[src/rtl/ram_pkg.sv]
// ram_pkg: shared types, default sizes and the byte-merge helper for
// param_sp_ram and its read pipeline stage.
//   ram_state_e    : controller state (CLEAR = hardware zero-fill, RUN = normal)
//   RAM_DATA_W     : default data width
//   RAM_DEPTH      : default number of words
//   RAM_MAX_DATA_W : widest data word the merge helper supports
//   byte_merge()   : replaces the bytes of old_d selected by mask with new_d
package ram_pkg;

  localparam int RAM_DATA_W     = 32;
  localparam int RAM_DEPTH      = 16;
  localparam int RAM_MAX_DATA_W = 256;
  localparam int RAM_MAX_BE_W   = RAM_MAX_DATA_W / 8;

  typedef enum logic {
    CLEAR,
    RUN
  } ram_state_e;

  // Works on the widest supported word; callers zero-extend their operands
  // and truncate the result back to their own width.
  function automatic logic [RAM_MAX_DATA_W-1:0] byte_merge(
    input logic [RAM_MAX_DATA_W-1:0] old_d,
    input logic [RAM_MAX_DATA_W-1:0] new_d,
    input logic [RAM_MAX_BE_W-1:0]   mask
  );
    logic [RAM_MAX_DATA_W-1:0] r;
    r = old_d;
    for (int i = 0; i < RAM_MAX_BE_W; i++) begin
      if (mask[i]) r[8*i +: 8] = new_d[8*i +: 8];
    end
    return r;
  endfunction

endpackage

[src/rtl/ram_rd_pipe.sv]
// ram_rd_pipe: one register stage carrying a read result {data, valid, err}.
// The data register only loads on a valid result so the output holds the
// last read value between reads.
//   clk, rst          : clock, synchronous active-high reset
//   d_in/valid_in/err_in    : result from the previous stage
//   d_out/valid_out/err_out : the same, one cycle later
module ram_rd_pipe
  import ram_pkg::*;
#(
  parameter int DATA_W = RAM_DATA_W
) (
  input  logic              clk,
  input  logic              rst,
  input  logic [DATA_W-1:0] d_in,
  input  logic              valid_in,
  input  logic              err_in,
  output logic [DATA_W-1:0] d_out,
  output logic              valid_out,
  output logic              err_out
);

  always_ff @(posedge clk) begin
    if (rst) begin
      d_out     <= '0;
      valid_out <= 1'b0;
      err_out   <= 1'b0;
    end else begin
      valid_out <= valid_in;
      err_out   <= err_in;
      if (valid_in) d_out <= d_in;
    end
  end

endmodule

[src/rtl/param_sp_ram.sv]
// param_sp_ram: parametrised single-port synchronous RAM with per-byte write
// enables, 1- or 2-cycle read latency and an optional sequenced zero-fill
// after reset.
//   clk, rst   : clock, synchronous active-high reset
//   en, write  : request valid / 1 = write, 0 = read
//   address    : word address (values >= DEPTH are out of range)
//   data       : write data, byte_en : per-byte write mask
//   data_out   : read data (holds last read), valid_out : new read result
//   ready      : requests accepted, err : out-of-range request pulse
module param_sp_ram
  import ram_pkg::*;
#(
  parameter int DATA_W       = RAM_DATA_W,
  parameter int DEPTH        = RAM_DEPTH,
  parameter int ADDR_W       = $clog2(DEPTH),
  parameter int RD_LAT       = 1,
  parameter int CLEAR_ON_RST = 1
) (
  input  logic                clk,
  input  logic                rst,
  input  logic                en,
  input  logic                write,
  input  logic [ADDR_W-1:0]   address,
  input  logic [DATA_W-1:0]   data,
  input  logic [DATA_W/8-1:0] byte_en,
  output logic [DATA_W-1:0]   data_out,
  output logic                valid_out,
  output logic                ready,
  output logic                err
);

  if (DATA_W % 8 != 0) begin : g_bad_data_w
    $error("param_sp_ram: DATA_W must be a multiple of 8");
  end
  if (DATA_W > RAM_MAX_DATA_W) begin : g_wide_data_w
    $error("param_sp_ram: DATA_W exceeds RAM_MAX_DATA_W");
  end
  if (RD_LAT != 1 && RD_LAT != 2) begin : g_bad_rd_lat
    $error("param_sp_ram: RD_LAT must be 1 or 2");
  end
  if (DEPTH < 2) begin : g_bad_depth
    $error("param_sp_ram: DEPTH must be at least 2");
  end

  localparam logic [ADDR_W-1:0] LAST_WORD = ADDR_W'(DEPTH - 1);
  localparam logic [ADDR_W:0]   DEPTH_EXT = (ADDR_W + 1)'(DEPTH);

  ram_state_e        state, state_next;
  logic [ADDR_W-1:0] cnt, cnt_next;
  logic              clr_we;

  // Clear sequencer: one word per cycle, then RUN.
  // NOTE: every output of a combinational block gets a default first, so no
  // path through the case can leave it unassigned and infer a latch.
  always_comb begin
    state_next = state;
    cnt_next   = cnt;
    clr_we     = 1'b0;
    unique case (state)
      CLEAR: begin
        clr_we   = 1'b1;
        cnt_next = cnt + 1'b1;
        if (cnt == LAST_WORD) begin
          state_next = RUN;
          cnt_next   = '0;
        end
      end
      RUN: ;
    endcase
  end

  // ready is registered so it is low through reset even when no clear runs.
  // NOTE: state is written with non-blocking assignments so every flop samples
  // the pre-edge values; blocking here would create order-dependent races.
  always_ff @(posedge clk) begin
    if (rst) begin
      state <= (CLEAR_ON_RST != 0) ? CLEAR : RUN;
      cnt   <= '0;
      ready <= 1'b0;
    end else begin
      state <= state_next;
      cnt   <= cnt_next;
      ready <= (state_next == RUN);
    end
  end

  logic accept, in_range, wr_ok;
  assign accept   = en & ready & ~rst;
  assign in_range = ({1'b0, address} < DEPTH_EXT);
  assign wr_ok    = accept & write & in_range;

  logic [DATA_W-1:0] mem [DEPTH];

  // NOTE: the array has no reset term; zeroing is done word by word by the
  // clear sequencer so the array maps onto plain RAM macros.
  always_ff @(posedge clk) begin
    if (clr_we && !rst) begin
      mem[cnt] <= '0;
    end else if (wr_ok) begin
      mem[address] <= DATA_W'(byte_merge(RAM_MAX_DATA_W'(mem[address]),
                                         RAM_MAX_DATA_W'(data),
                                         RAM_MAX_BE_W'(byte_en)));
    end
  end

  // Request stage: the array is read one edge after the request is sampled,
  // which is what lets a write at edge N be seen by a read sampled at N+1.
  // Out-of-range writes travel down the same pipe as reads so every err
  // pulse owns its own slot.
  logic              rq_rd, rq_err, rq_oor;
  logic [ADDR_W-1:0] rq_addr;
  logic              s1_valid, s1_err;
  logic [DATA_W-1:0] s1_data;

  always_ff @(posedge clk) begin
    if (rst) begin
      rq_rd    <= 1'b0;
      rq_err   <= 1'b0;
      rq_oor   <= 1'b0;
      rq_addr  <= '0;
      s1_valid <= 1'b0;
      s1_err   <= 1'b0;
      s1_data  <= '0;
    end else begin
      rq_rd    <= accept & ~write;
      rq_err   <= accept & ~in_range;
      rq_oor   <= ~in_range;
      rq_addr  <= address;
      s1_valid <= rq_rd;
      s1_err   <= rq_err;
      if (rq_rd) s1_data <= rq_oor ? '0 : mem[rq_addr];
    end
  end

  if (RD_LAT == 2) begin : g_lat2
    ram_rd_pipe #(.DATA_W(DATA_W)) u_pipe (
      .clk      (clk),
      .rst      (rst),
      .d_in     (s1_data),
      .valid_in (s1_valid),
      .err_in   (s1_err),
      .d_out    (data_out),
      .valid_out(valid_out),
      .err_out  (err)
    );
  end else begin : g_lat1
    assign data_out  = s1_data;
    assign valid_out = s1_valid;
    assign err       = s1_err;
  end

endmodule

[config.mk]
export PLATFORM = sky130hd
export DESIGN_NAME = param_sp_ram
export DESIGN_NICKNAME = d
export VERILOG_FILES = /design/src/rtl/ram_pkg.sv /design/src/rtl/ram_rd_pipe.sv /design/src/rtl/param_sp_ram.sv
export SDC_FILE = /design/constraint.sdc
export NUM_CORES = 1
export LEC_CHECK = 0
export ABC_AREA = 1
export BUFFER_PORTS_ARGS = -buffer_cell sky130_fd_sc_hd__buf_2
export CORE_ASPECT_RATIO = 0.75
export CORE_MARGIN = 2
export CORE_UTILIZATION = 60
export CTS_CLUSTER_DIAMETER = 50
export DETAILED_ROUTE_END_ITERATION = 12
export PLACE_DENSITY = 0.77
export SETUP_SLACK_MARGIN = 0.05
export SYNTH_ARGS = -nofsm -noshare
export SYNTH_HDL_FRONTEND = slang
export SYNTH_HIERARCHICAL = 1
export SYNTH_SLANG_ARGS = --single-unit
[constraint.sdc]
create_clock -name clk -period 2.7 [get_ports clk]
set_input_delay 0.405 -clock clk [delete_from_list [all_inputs] [get_ports clk]]
set_output_delay 0.405 -clock clk [all_outputs]
set_load 0.02 [all_outputs]
# --- Yosys cells after proc, flatten, opt, wreduce, memory -nomap -nowiden ---
# Memory sizes are Yosys's and may differ from the RTL's. A register that Yosys moved wholly into a read port is not among the register bits.
# Cells that the tools add are included.
word_totals:
  register_bits: 11
  latch_bits: 0
  ram_bits: 512
  mem_bits_ro: 0
  elab_cells: 49
  memories: 1
op_classes:
  addsub: 1
  multipliers: 0
  n_div: 0
  n_lt_le_gt_ge: 0
  n_eq_ne: 5
  n_shift: 0
  n_mux: 24
  n_bitwise: 6
  n_reduce_logical: 7
mem_list:
  columns: ["memory", "words", "word_bits", "rd", "rd_ports_with_merged_regs", "wr", "line", "rtl"]
  rows:
  - ["mem", 16, 32, 1, 1, 1, "param_sp_ram.sv:92", "logic [DATA_W-1:0] mem [DEPTH];"]
ops:
  columns: ["operator", "n"]
  rows:
  - ["$mux W8", 12]
  - ["$mux W32", 1]
  - ["$reduce_or A32 Y1", 1]
  - ["$mux W4", 3]
  - ["$ne A3 B3 Y1 const B", 4]
  - ["$mux W1", 8]
  - ["$reduce_and A2 Y1", 4]
  - ["$add A4 B1 Y4 const B", 1]
  - ["$and A1 B1 Y1", 4]
  - ["$eq A4 B4 Y1 const B", 1]
  - ["$not A1 Y1", 2]
  - ["$logic_and A1 B1 Y1", 1]
  - ["$logic_not A1 Y1", 1]

# --- Logic depth before layout (Yosys ltp) ---
# Gate-level depths: netlist (run 1).
logic_depth:
  depth_word: 9
  mapped_depth: 12
  ltp_nobuf: 9

# --- Worst setup path before layout (run 1) ---
# Ideal clock, no wire load.
synth_path:
  path_type: "reg-to-reg"
  from: "register state"
  to: "memory mem[12][0] in the netlist's numbering, enable pin"
  arrival_ps: 1796
  path_slack_ps: 534
  stages_incl_launch_ff: 9
  period_less_slack_ps: 2166
  cell_sequence: "dfxtp_1 -> nand2_2 -> nor2_4 -> o211ai_2 -> nand3_1 -> nand2_1 -> nor2_4 -> nand2_1 -> nor2_1"
synth_between:
  elab_chain_len: 9
synth_rtl:
  columns: ["element", "line", "rtl"]
  rows:
  - ["start, declared", "param_sp_ram.sv:48", "ram_state_e state, state_next;"]
  - ["start signal, assigned", "param_sp_ram.sv:77", "state <= (CLEAR_ON_RST != 0) ? CLEAR : RUN;"]
  - ["start signal, assigned", "param_sp_ram.sv:81", "state <= state_next;"]
  - ["$and A1 B1 Y1 (3 in series)", null, null]
  - ["$mux W1", null, null]
  - ["$mux W1", "param_sp_ram.sv:97", "if (clr_we && !rst) begin"]
  - ["$mux W1 (implied by the code)", "param_sp_ram.sv:100", "mem[address] <= DATA_W'(byte_merge(RAM_MAX_DATA_W'(mem[address]),"]
  - ["$reduce_and A2 Y1 (no source line)", null, null]
  - ["$reduce_or A32 Y1 (no source line)", null, null]
  - ["$mux W4 (no source line)", null, null]
  - ["end, declared", "param_sp_ram.sv:92", null]
# Several ways; a longest one is shown, not always the timed one.

# --- Worst setup path after layout (run 1) ---
layout_path:
  from: "register state"
  to: "memory mem[14][9] in the netlist's numbering, enable pin"
# Same word-level chain as after synthesis.

==> out/summary.txt, run 1 <==
RSZ-0062 raised after global routing = false
Starting Density = 60.99%
Critical path launch point type = flip-flop
Clock-pin slew on the worst setup and hold paths = 0.06 ns
Seq/Total Area, Yosys = 71.62%
Final setup TNS = 0 ns
Post-cts resize count = 0
Final wirelength = 56.77 mm
Tot GR Track Use = 29.34%
Gate Count Post-Synth = 2054
Final HPWL DP = 34.79 mm
P per Cell Area = 676.4 nW/um2
# diodes = 0
Max-slew violation count = 0
Max VDD drop = 0.0004826 V
Worst-Skew Late Latency = 0.58 ns
WP data arrival = 2.66 ns
Hold Fails Final Rpt = 0
First drt pass iteration count = 6
Vias per cell = 5.861
Die W = 228.4 um
Total grt overflow = 0
Initial drt markers = 2202
Synth area leaders = edfxtp_1 (68%), nand2_1 (10%), nand3_1 (8.7%)
Total CTS buffers = 50
Root Buffer Master = clkbuf_16
Die height = 172.3 um
Number of distinct library cells after synthesis = 25
Outcome = complete, no violations
CP required = 2.98 ns
Max FO, Critical Path = 9
Die area = 39370 um2
Post-CTS Setup Inserts = 0
Crit. End Element = flip-flop
Routed WL per cell = 20.84 um
Netlist Area Pre-Place = 22670 um2
Area leader, netlist = edfxtp_1
Max Freq = 0.4199 GHz
Syn_area_per_cell = 11.04 um2
Worst-case clock skew = 0.01287 ns
Residual DRC count = 0
Final worst path period share = 88.20%
Fin util = 69.53%
Nets = 2223
Slew headroom = 43.52%
#FFs+latches synth = 555
CTS tree = yes
Yosys top cell area share = 67.83%
Pin count of the biggest net entering global routing = 129
Fraction of layout cells with a size suffix above 1 = 14.01%
Num rows = 61
CTS sink count = 555
Syn-to-layout area delta = 14.01%
Slew @ Worst Pin = 0.8472 ns
Final setup viols = 0
Final Wtd Congestion = 0.8845
Lkg Pwr = 10.41 nW
Min Tclk post-route = 2.381 ns
Synthesized net count = 2099
First-pass GRT wire length = 87.34 mm
Ports = 79
Syn. warnings = 6
ANT nets after route = 0
IO Port Bufs = 77
H-Tree Depth = 2
Initial antenna violation count = 0
Min-delay worst type = input pin to flip-flop
Core area = 37170 um2
Hold-fix buffers, CTS = 0
Vias in the first global route = 15.17k
Max Cap Viol = 0
DR vias = 15.97k
CP Class = flip-flop to flip-flop
Maximum buffer depth of the clock tree = 3
-- report_power, final --
part | leakage [nW] | switching [mW] | total [mW] | internal [mW]
combinational | 4.07 | 0.646 | 0.910 | 0.264
sequential | 5.51 | 0.0360 | 9.39 | 9.35
clock | 0.825 | 3.08 | 7.18 | 4.11
-- worst paths after layout --
kind,slack (ns),depth (start not counted),endpoint,from
setup / recovery,0.32,9,mem[14][9]$_DFFE_PP_,state$_SDFF_PP0_
hold / removal,0.06,2,rq_rd$_SDFF_PP0_,write
setup reg to reg,0.32,9,mem[14][9]$_DFFE_PP_,state$_SDFF_PP0_
hold reg to reg,0.54,2,cnt[3]$_SDFFE_PP0N_,cnt[3]$_SDFFE_PP0N_
-- critical path, stage by stage (launching register included) --
cell and delay, ns:
dfxtp_1 0.44, nand2_2 0.12, nor2_4 0.12, o211ai_2 0.19, nand3_1 0.14, nand2_1 0.15, nor2_4 0.19, nand2_1 0.34
nor2_1 0.21, buf_4 0.19
-- layer usage --
| layer | wire length [um] | vias to the layer above | GRT usage (%) |
|---|---|---|---|
| met4 | 1886 | 0 | 9.974 |
| met1 | 22870 | 7584 | 41.93 |
| li1 | - | 7285 | - |
| met5 | 0 | - | 0 |
| met3 | 6549 | 127 | 5.739 |
| met2 | 25460 | 970 | 45.85 |
-- metrics by stage --
stage                     area [um2]  total power [mW]  cells  hold WS, ns  worst slack, ns
final                          25840             17.48   2724      0.06065           0.3185
after detailed placement       24180             10.46   2630       0.5317           0.1997
after floorplan                22670             10.15   2054       0.4789           0.5336
after global placement         24180             10.44   2630       0.5248           0.2449
after CTS                      25840             17.51   2724      0.05367           0.3825
after global routing           25840             17.94   2724      0.08059           0.2335
-- cell type report --
| type | instances | area, um2 |
|---|---|---|
| Timing Repair Buffer | 196 | 1391 |
| Sequential cell | 555 | 16250 |
| Multi-Input combinational cell | 1297 | 5614 |
| Tap cell | 504 | 630.6 |
| Fill cell | 2567 | 11320 |
| Inverter | 78 | 300.3 |
| Clock buffer | 62 | 1380 |
| Clock inverter | 32 | 282.8 |
-- synthesized netlist by cell type --
master and n:
nand3b_1 1, nor3b_1 1, o211ai_2 2, o21ai_0 1, nor2_4 9, nor3_1 2, nand2_2 19, clkbuf_1 52
buf_2 42, buf_1 28, dfxtp_1 43, ha_1 1, nand4_1 1, a211oi_1 2, inv_2 2, conb_1 1
o21ai_1 32, inv_1 76, nand2_1 625, o31ai_1 1, nor2_1 168, buf_4 2, nand3_1 392, edfxtp_1 512
a21oi_1 39
-- sequential cells by signal (all words and copies together) (netlist names) --
register / flops
state: 1
mem: 512
rq_rd: 1
data_out: 32
valid_out: 1
cnt: 4
rq_addr: 4
-- cells in the final DEF, fill, tap and decap left out, types with 5 or more instances in the layout --
cell / netlist / layout
a21oi_1: 39 / 39
buf_12: 0 / 9
buf_2: 42 / 77
buf_4: 2 / 110
bufinv_16: 0 / 5
clkbuf_1: 52 / 7
clkbuf_16: 0 / 53
clkinv_1: 0 / 10
clkinv_2: 0 / 14
dfxtp_1: 43 / 39
edfxtp_1: 512 / 512
inv_1: 76 / 74
nand2_1: 625 / 625
nand2_2: 19 / 19
nand3_1: 392 / 392
nor2_1: 168 / 168
nor2_4: 9 / 9
o21ai_1: 32 / 32
-- logic make-up (layout without fill, tap and decap cells) --
logic type                 after synthesis  after routing  share of synthesized area [%]
other                                    1              1                        0.01654
adders and majority gates                1              1                        0.05519
AOI/OAI and AO/OA                       77             77                          1.799
buffers and inverters                  202            368                          3.610
DFF                                    555            555                          71.62
and+or+nand+nor                       1218           1218                          22.90
No activity file was read; power rests on OpenSTA's default activity.
==> run 2: changes to the inputs <==
--- a/config.mk
+++ b/config.mk
@@ -7,3 +7,3 @@
 export LEC_CHECK = 0
-export ABC_AREA = 1
+export ABC_AREA = 0
 export BUFFER_PORTS_ARGS = -buffer_cell sky130_fd_sc_hd__buf_2
@@ -14,3 +14,3 @@
 export DETAILED_ROUTE_END_ITERATION = 12
-export PLACE_DENSITY = 0.77
+export PLACE_DENSITY = 0.78
 export SETUP_SLACK_MARGIN = 0.05
==> constraint.sdc (replaced) <==
create_clock -name clk -period 2.7 [get_ports clk]
set_input_delay 0.27 -clock clk [delete_from_list [all_inputs] [get_ports clk]]
set_output_delay 0.27 -clock clk [all_outputs]
set_load 0.02 [all_outputs]
==> out/summary.txt, run 2 <==
Yosys top cell area share = 69.75%
Max incr delay on CP = 1.03 ns
Min Tclk post-route = 2.544 ns
Post-DP Area = 23300 um2
CP required = 2.96 ns
Placed cell count = 1916
Sequential cell area = 16240 um2
Number of synthesized flops with an enable pin = 512
Final worst path period share = 94.23%
Critical path launch point type = input pin
Syn-to-layout area delta = 13.72%
Asr flop ratio synth = 0%
Final instance area = 25070 um2
Netlist Area Pre-Place = 22040 um2
Final Wtd Congestion = 0.8296
Sequential power share = 54.4%
Syn. warnings = 6
Slew headroom = 19.02%
Final setup viols = 0
Nets = 1559
First-pass GRT wire length = 74.93 mm
Gate Count Post-Synth = 1379
Crit-path cells = dlygate4sd3_1 > buf_2 > nand4b_4 > nor2_4 > mux2i_4 > nor3_2
# diodes = 0
Non-filler cells, final = 2021
Commonest non-fill, non-tap cells in the layout = edfxtp_1 (512), mux2i_1 (258), nand3_1 (100), nand2_1 (100)
Vias in the first global route = 12.40k
Hold Fails Final Rpt = 0
Max-slew violation count = 0
P per Cell Area = 688.8 nW/um2
Fraction of layout cells with a size suffix above 1 = 17.67%
Most common cell after layout, fill and taps aside = edfxtp_1
Min-delay worst type = input pin to flip-flop
Routed WL per cell = 24.69 um
Starting Density = 61.17%
Pin count of the biggest net entering global routing = 65
Number of fill cells = 2337
Die height = 170.0 um
Core area = 36030 um2
Initial drt markers = 1327
Cell internal pwr = 13.73 mW
First drt pass iteration count = 5
Vias per cell = 6.223
Switching share of total power = 20.52%
Tot GR Track Use = 26.58%
Worst path slowest cell = mux2i_4
Max FFs per register = 512
RSZ-0062 raised after global routing = false
Final wirelength = 49.89 mm
Seq/Total Area, Yosys = 73.65%
Max FO, Critical Path = 16
Final HPWL DP = 30.41 mm
Clock-pin slew on the worst setup and hold paths = 0.06 ns
#FFs+latches synth = 555
Root Buffer Master = clkbuf_16
Worst-case clock skew = 0.02481 ns
CP Class = input pin to flip-flop
Synthesized net count = 1424
Syn_area_per_cell = 15.99 um2
ANT nets after route = 0
H-Tree Depth = 2
Worst-Skew Late Latency = 0.59 ns
CTS tree = yes
Die area = 38300 um2
Synth area leaders = edfxtp_1 (70%), mux2i_1 (12%), dfxtp_1 (3.9%)
IO Port Bufs = 77
Crit. End Element = flip-flop
Max Freq = 0.3931 GHz
Top post-synthesis cells by count = edfxtp_1 (512), mux2i_1 (258), nand2_1 (100), nand3_1 (100), a21oi_1 (67)
CTS sink count = 555
Final setup TNS = 0 ns
Max VDD drop = 0.0006014 V
Number of distinct library cells after synthesis = 35
Total CTS buffers = 51
Final hold slack = 0.09717 ns
Die W = 225.3 um
Most common cell in the netlist = edfxtp_1
Max Cap Viol = 0
Top_reg_cell synth = edfxtp_1
Maximum buffer depth of the clock tree = 3
Comb power frac = 4.4%
Initial antenna violation count = 0
Clock group share of total power = 41.2%
Residual DRC count = 0
Outcome = complete, no violations
Ports = 79
Fin util = 69.57%
Lkg Pwr = 9.412 nW
WP data arrival = 2.81 ns
Tot Pwr = 17.27 mW
Final worst slack = 0.1558 ns
Multi-input logic area = 5393 um2
DR vias = 12.58k
Sw Pwr = 3.543 mW
Most flops, register = mem
Slew @ Worst Pin = 1.189 ns
Area leader, netlist = edfxtp_1
Worst slack, placed = 0.009707 ns
Num rows = 60
Total grt overflow = 0
-- run 2: cells by family (layout without fill, tap and decap cells) --
family / count (synthesis) / count (layout) / share of synthesized area, %
fa+ha+maj: 1 / 1 / 0.05675
mux: 265 / 265 / 12.33
other cells: 1 / 1 / 0.01701
xor+xnor: 1 / 1 / 0.03974
compound gates: 138 / 138 / 3.928
simple gates: 331 / 331 / 7.952
buf+inv: 87 / 264 / 2.026
flops: 555 / 555 / 73.65
-- run 2: power groups by stage --
stage          Sequential [mW]  Clock (mW)  Combinational [mW]
2_1_floorplan             9.55           0               0.499
3_3_place_gp              9.57           0               0.705
3_5_place_dp              9.58           0               0.720
4_1_cts                   9.39        7.15               0.744
5_1_grt                   9.39        7.51               0.805
6_report                  9.39        7.12               0.759
-- run 2: layout make-up --
type                    count  share of cell area, %
repair buffers            169                  4.801
well taps                 465                  2.321
clock inverters            18                 0.8285
flip-flops and latches    555                  64.78
multi-input cells         737                  21.51
clock buffers              77                  5.760
-- run 2: metal layers --
metal | track usage, % | vias to the layer above | routed length (um)
met2 | 41.59 | 619 | 23200
met5 | 0 | - | 0
met3 | 5.732 | 82 | 4469
met4 | 8.033 | 0 | 1256
met1 | 37.94 | 6282 | 20960
li1 | - | 5593 | -
-- run 2: what timing repair did --
action | CTS | global route
hold buffers | 6 | 0
hold endpoints to repair | 5 | 0
resized for setup | 0 | 0
setup endpoints to repair | 8 | 98
setup buffers | 3 | 1
-- run 2: final timing paths --
path	start	endpoint	slack, ns	cells after the start
setup / recovery	write	mem[9][29]$_DFFE_PP_	0.16	6
hold / removal	rst	rq_addr[1]$_SDFF_PP0_	0.1	3
setup reg to reg	state$_SDFF_PP0_	mem[9][29]$_DFFE_PP_	0.17	4
hold reg to reg	data_out[12]$_SDFFE_PP0P_	data_out[12]$_SDFFE_PP0P_	0.44	2
-- run 2: critical path: cells and delay by family --
kind          cells  cell delay, ns
buf+inv           2            0.73
mux               1            1.03
simple gates      3            0.76
==> run 3: changes to the inputs <==
--- a/constraint.sdc
+++ b/constraint.sdc
@@ -3,2 +3,2 @@
 set_output_delay 0.27 -clock clk [all_outputs]
-set_load 0.02 [all_outputs]
+set_load 0.1 [all_outputs]
==> out/summary.txt, run 3 (synthesized netlist as in run 2, its figures left out) <==
Outcome = complete, no violations
Final HPWL DP = 29.21 mm
# diodes = 0
Vias in the first global route = 12.03k
Top layer reached by signal wires = met4
Max FFs per register = 512
Worst R2R Start = state$_SDFF_PP0_
Worst-case clock skew = 0.01510 ns
H-Tree Depth = 2
Hold Fails Final Rpt = 0
Routed WL per cell = 24.15 um
WP buf/inv = 2
Crit-path cells = nand4b_4 > nor2_4 > buf_4 > mux2i_4 > nor3_1 > buf_4
Fraction of layout cells with a size suffix above 1 = 18.39%
Die area = 38300 um2
First-pass GRT wire length = 72.64 mm
Final Wtd Congestion = 0.8144
Root Buffer Master = clkbuf_16
Final wirelength = 48.93 mm
Pin count of the biggest net entering global routing = 76
Clock-pin slew on the worst setup and hold paths = 0.07 ns
Critical path launch point type = flip-flop
Hold Path Origin = address[1]
Crit. End Element = flip-flop
Total grt overflow = 0
Residual DRC count = 0
Min Tclk post-route = 2.522 ns
Most common cell after layout, fill and taps aside = edfxtp_1
Num rows = 60
Max Freq = 0.3965 GHz
Min-delay worst type = input pin to flip-flop
P per Cell Area = 697.2 nW/um2
CP required = 3.04 ns
CTS tree = yes
Tot Pwr = 17.62 mW
Starting Density = 61.17%
CP Class = flip-flop to flip-flop
Worst-Skew Late Latency = 0.58 ns
First drt pass iteration count = 5
DR vias = 12.58k
Max-slew violation count = 0
Vias per cell = 6.207
Metal1 wirelength = 20.45 mm
Maximum buffer depth of the clock tree = 3
Top delay family on crit path = multiplexers
Initial antenna violation count = 0
Ports = 79
Final setup viols = 0
Syn-to-layout area delta = 14.64%
Most flops, register = mem
Final worst path period share = 93.40%
Crit. Startpoint = state$_SDFF_PP0_
CTS sink count = 555
Slew headroom = 38.23%
Worst path slowest cell = mux2i_4
Max incr delay on CP = 0.80 ns
Slew @ Worst Pin = 0.9072 ns
Max Cap Viol = 0
Die W = 225.3 um
Commonest non-fill, non-tap cells in the layout = edfxtp_1 (512), mux2i_1 (258), nand3_1 (100), nand2_1 (100), buf_4 (82)
WL met2 = 23.19 mm
Core area = 36030 um2
Initial drt markers = 1677
Final worst slack = 0.1782 ns
Post-cts resize count = 0
Crit-path most repeated cell = buf_4
ANT nets after route = 0
Max VDD drop = 0.0004914 V
Worst slack, placed = 0.1518 ns
Lkg Pwr = 9.506 nW
Final setup TNS = 0 ns
Nets = 1566
Total CTS buffers = 50
Die height = 170.0 um
IO Port Bufs = 77
Tot GR Track Use = 25.79%
Met3 wire len = 4.079 mm
RSZ-0062 raised after global routing = false
WP data arrival = 2.86 ns
Max FO, Critical Path = 16
Number of fill cells = 2277
[run 3: final timing paths]
check	to	slack, ns	depth (start not counted)
setup / recovery	mem[0][26]$_DFFE_PP_	0.18	6
hold / removal	rq_addr[1]$_SDFF_PP0_	0.03	2
hold reg to reg	data_out[13]$_SDFFE_PP0P_	0.45	2
setup reg to reg	mem[0][26]$_DFFE_PP_	0.18	6
[run 3: metal layers]
metal | track usage (%) | vias up
li1 | - | 5600
met1 | 37.44 | 6260
met2 | 40.70 | 619
met3 | 4.351 | 96
met4 | 7.688 | 0
met5 | 0 | -
[run 3: worst register-to-register path: cells and delay by family (launching register included)]
family                 cells  cell delay (ns)
multiplexers               1             0.81
AND/OR/NAND/NOR            3             0.52
flip-flops                 1             0.48
buffers and inverters      2             0.48
[run 3: power breakdown]
group          switching (mW)  leakage [nW]  total, mW  internal [mW]
clock                    3.02         0.834       7.45           4.43
combinational           0.483          2.81      0.780          0.297
sequential             0.0361          5.86       9.38           9.35
[run 3: area by class of cell]
type / count / area [um2] / share of cell area (%)
Multi-Input combinational cell: 737 / 5393 / 21.34
Sequential cell: 555 / 16240 / 64.27
Clock inverter: 20 / 309.0 / 1.223
Clock buffer: 72 / 1425 / 5.639
Tap cell: 465 / 581.8 / 2.302
Timing Repair Buffer: 177 / 1321 / 5.229
[run 3: what timing repair did]
item | CTS | global route
setup endpoints to repair | 0 | 5
hold buffers | 4 | 0
buffers inserted | 0 | 9
hold endpoints to repair | 4 | 0
[run 3: through the flow]
| step | std cells | hold slack, ns | util [%] | cell area [um2] |
|---|---|---|---|---|
| floorplan | 1379 | 0.3457 | - | 22040 |
| global placement | 1921 | 0.4348 | 64.88 | 23380 |
| detailed placement | 1921 | 0.4391 | 64.88 | 23380 |
| CTS | 2017 | 0.006569 | 69.80 | 25150 |
| global route | 2026 | 0.02527 | 70.13 | 25270 |
| finish | 2026 | 0.02842 | 70.13 | 25270 |
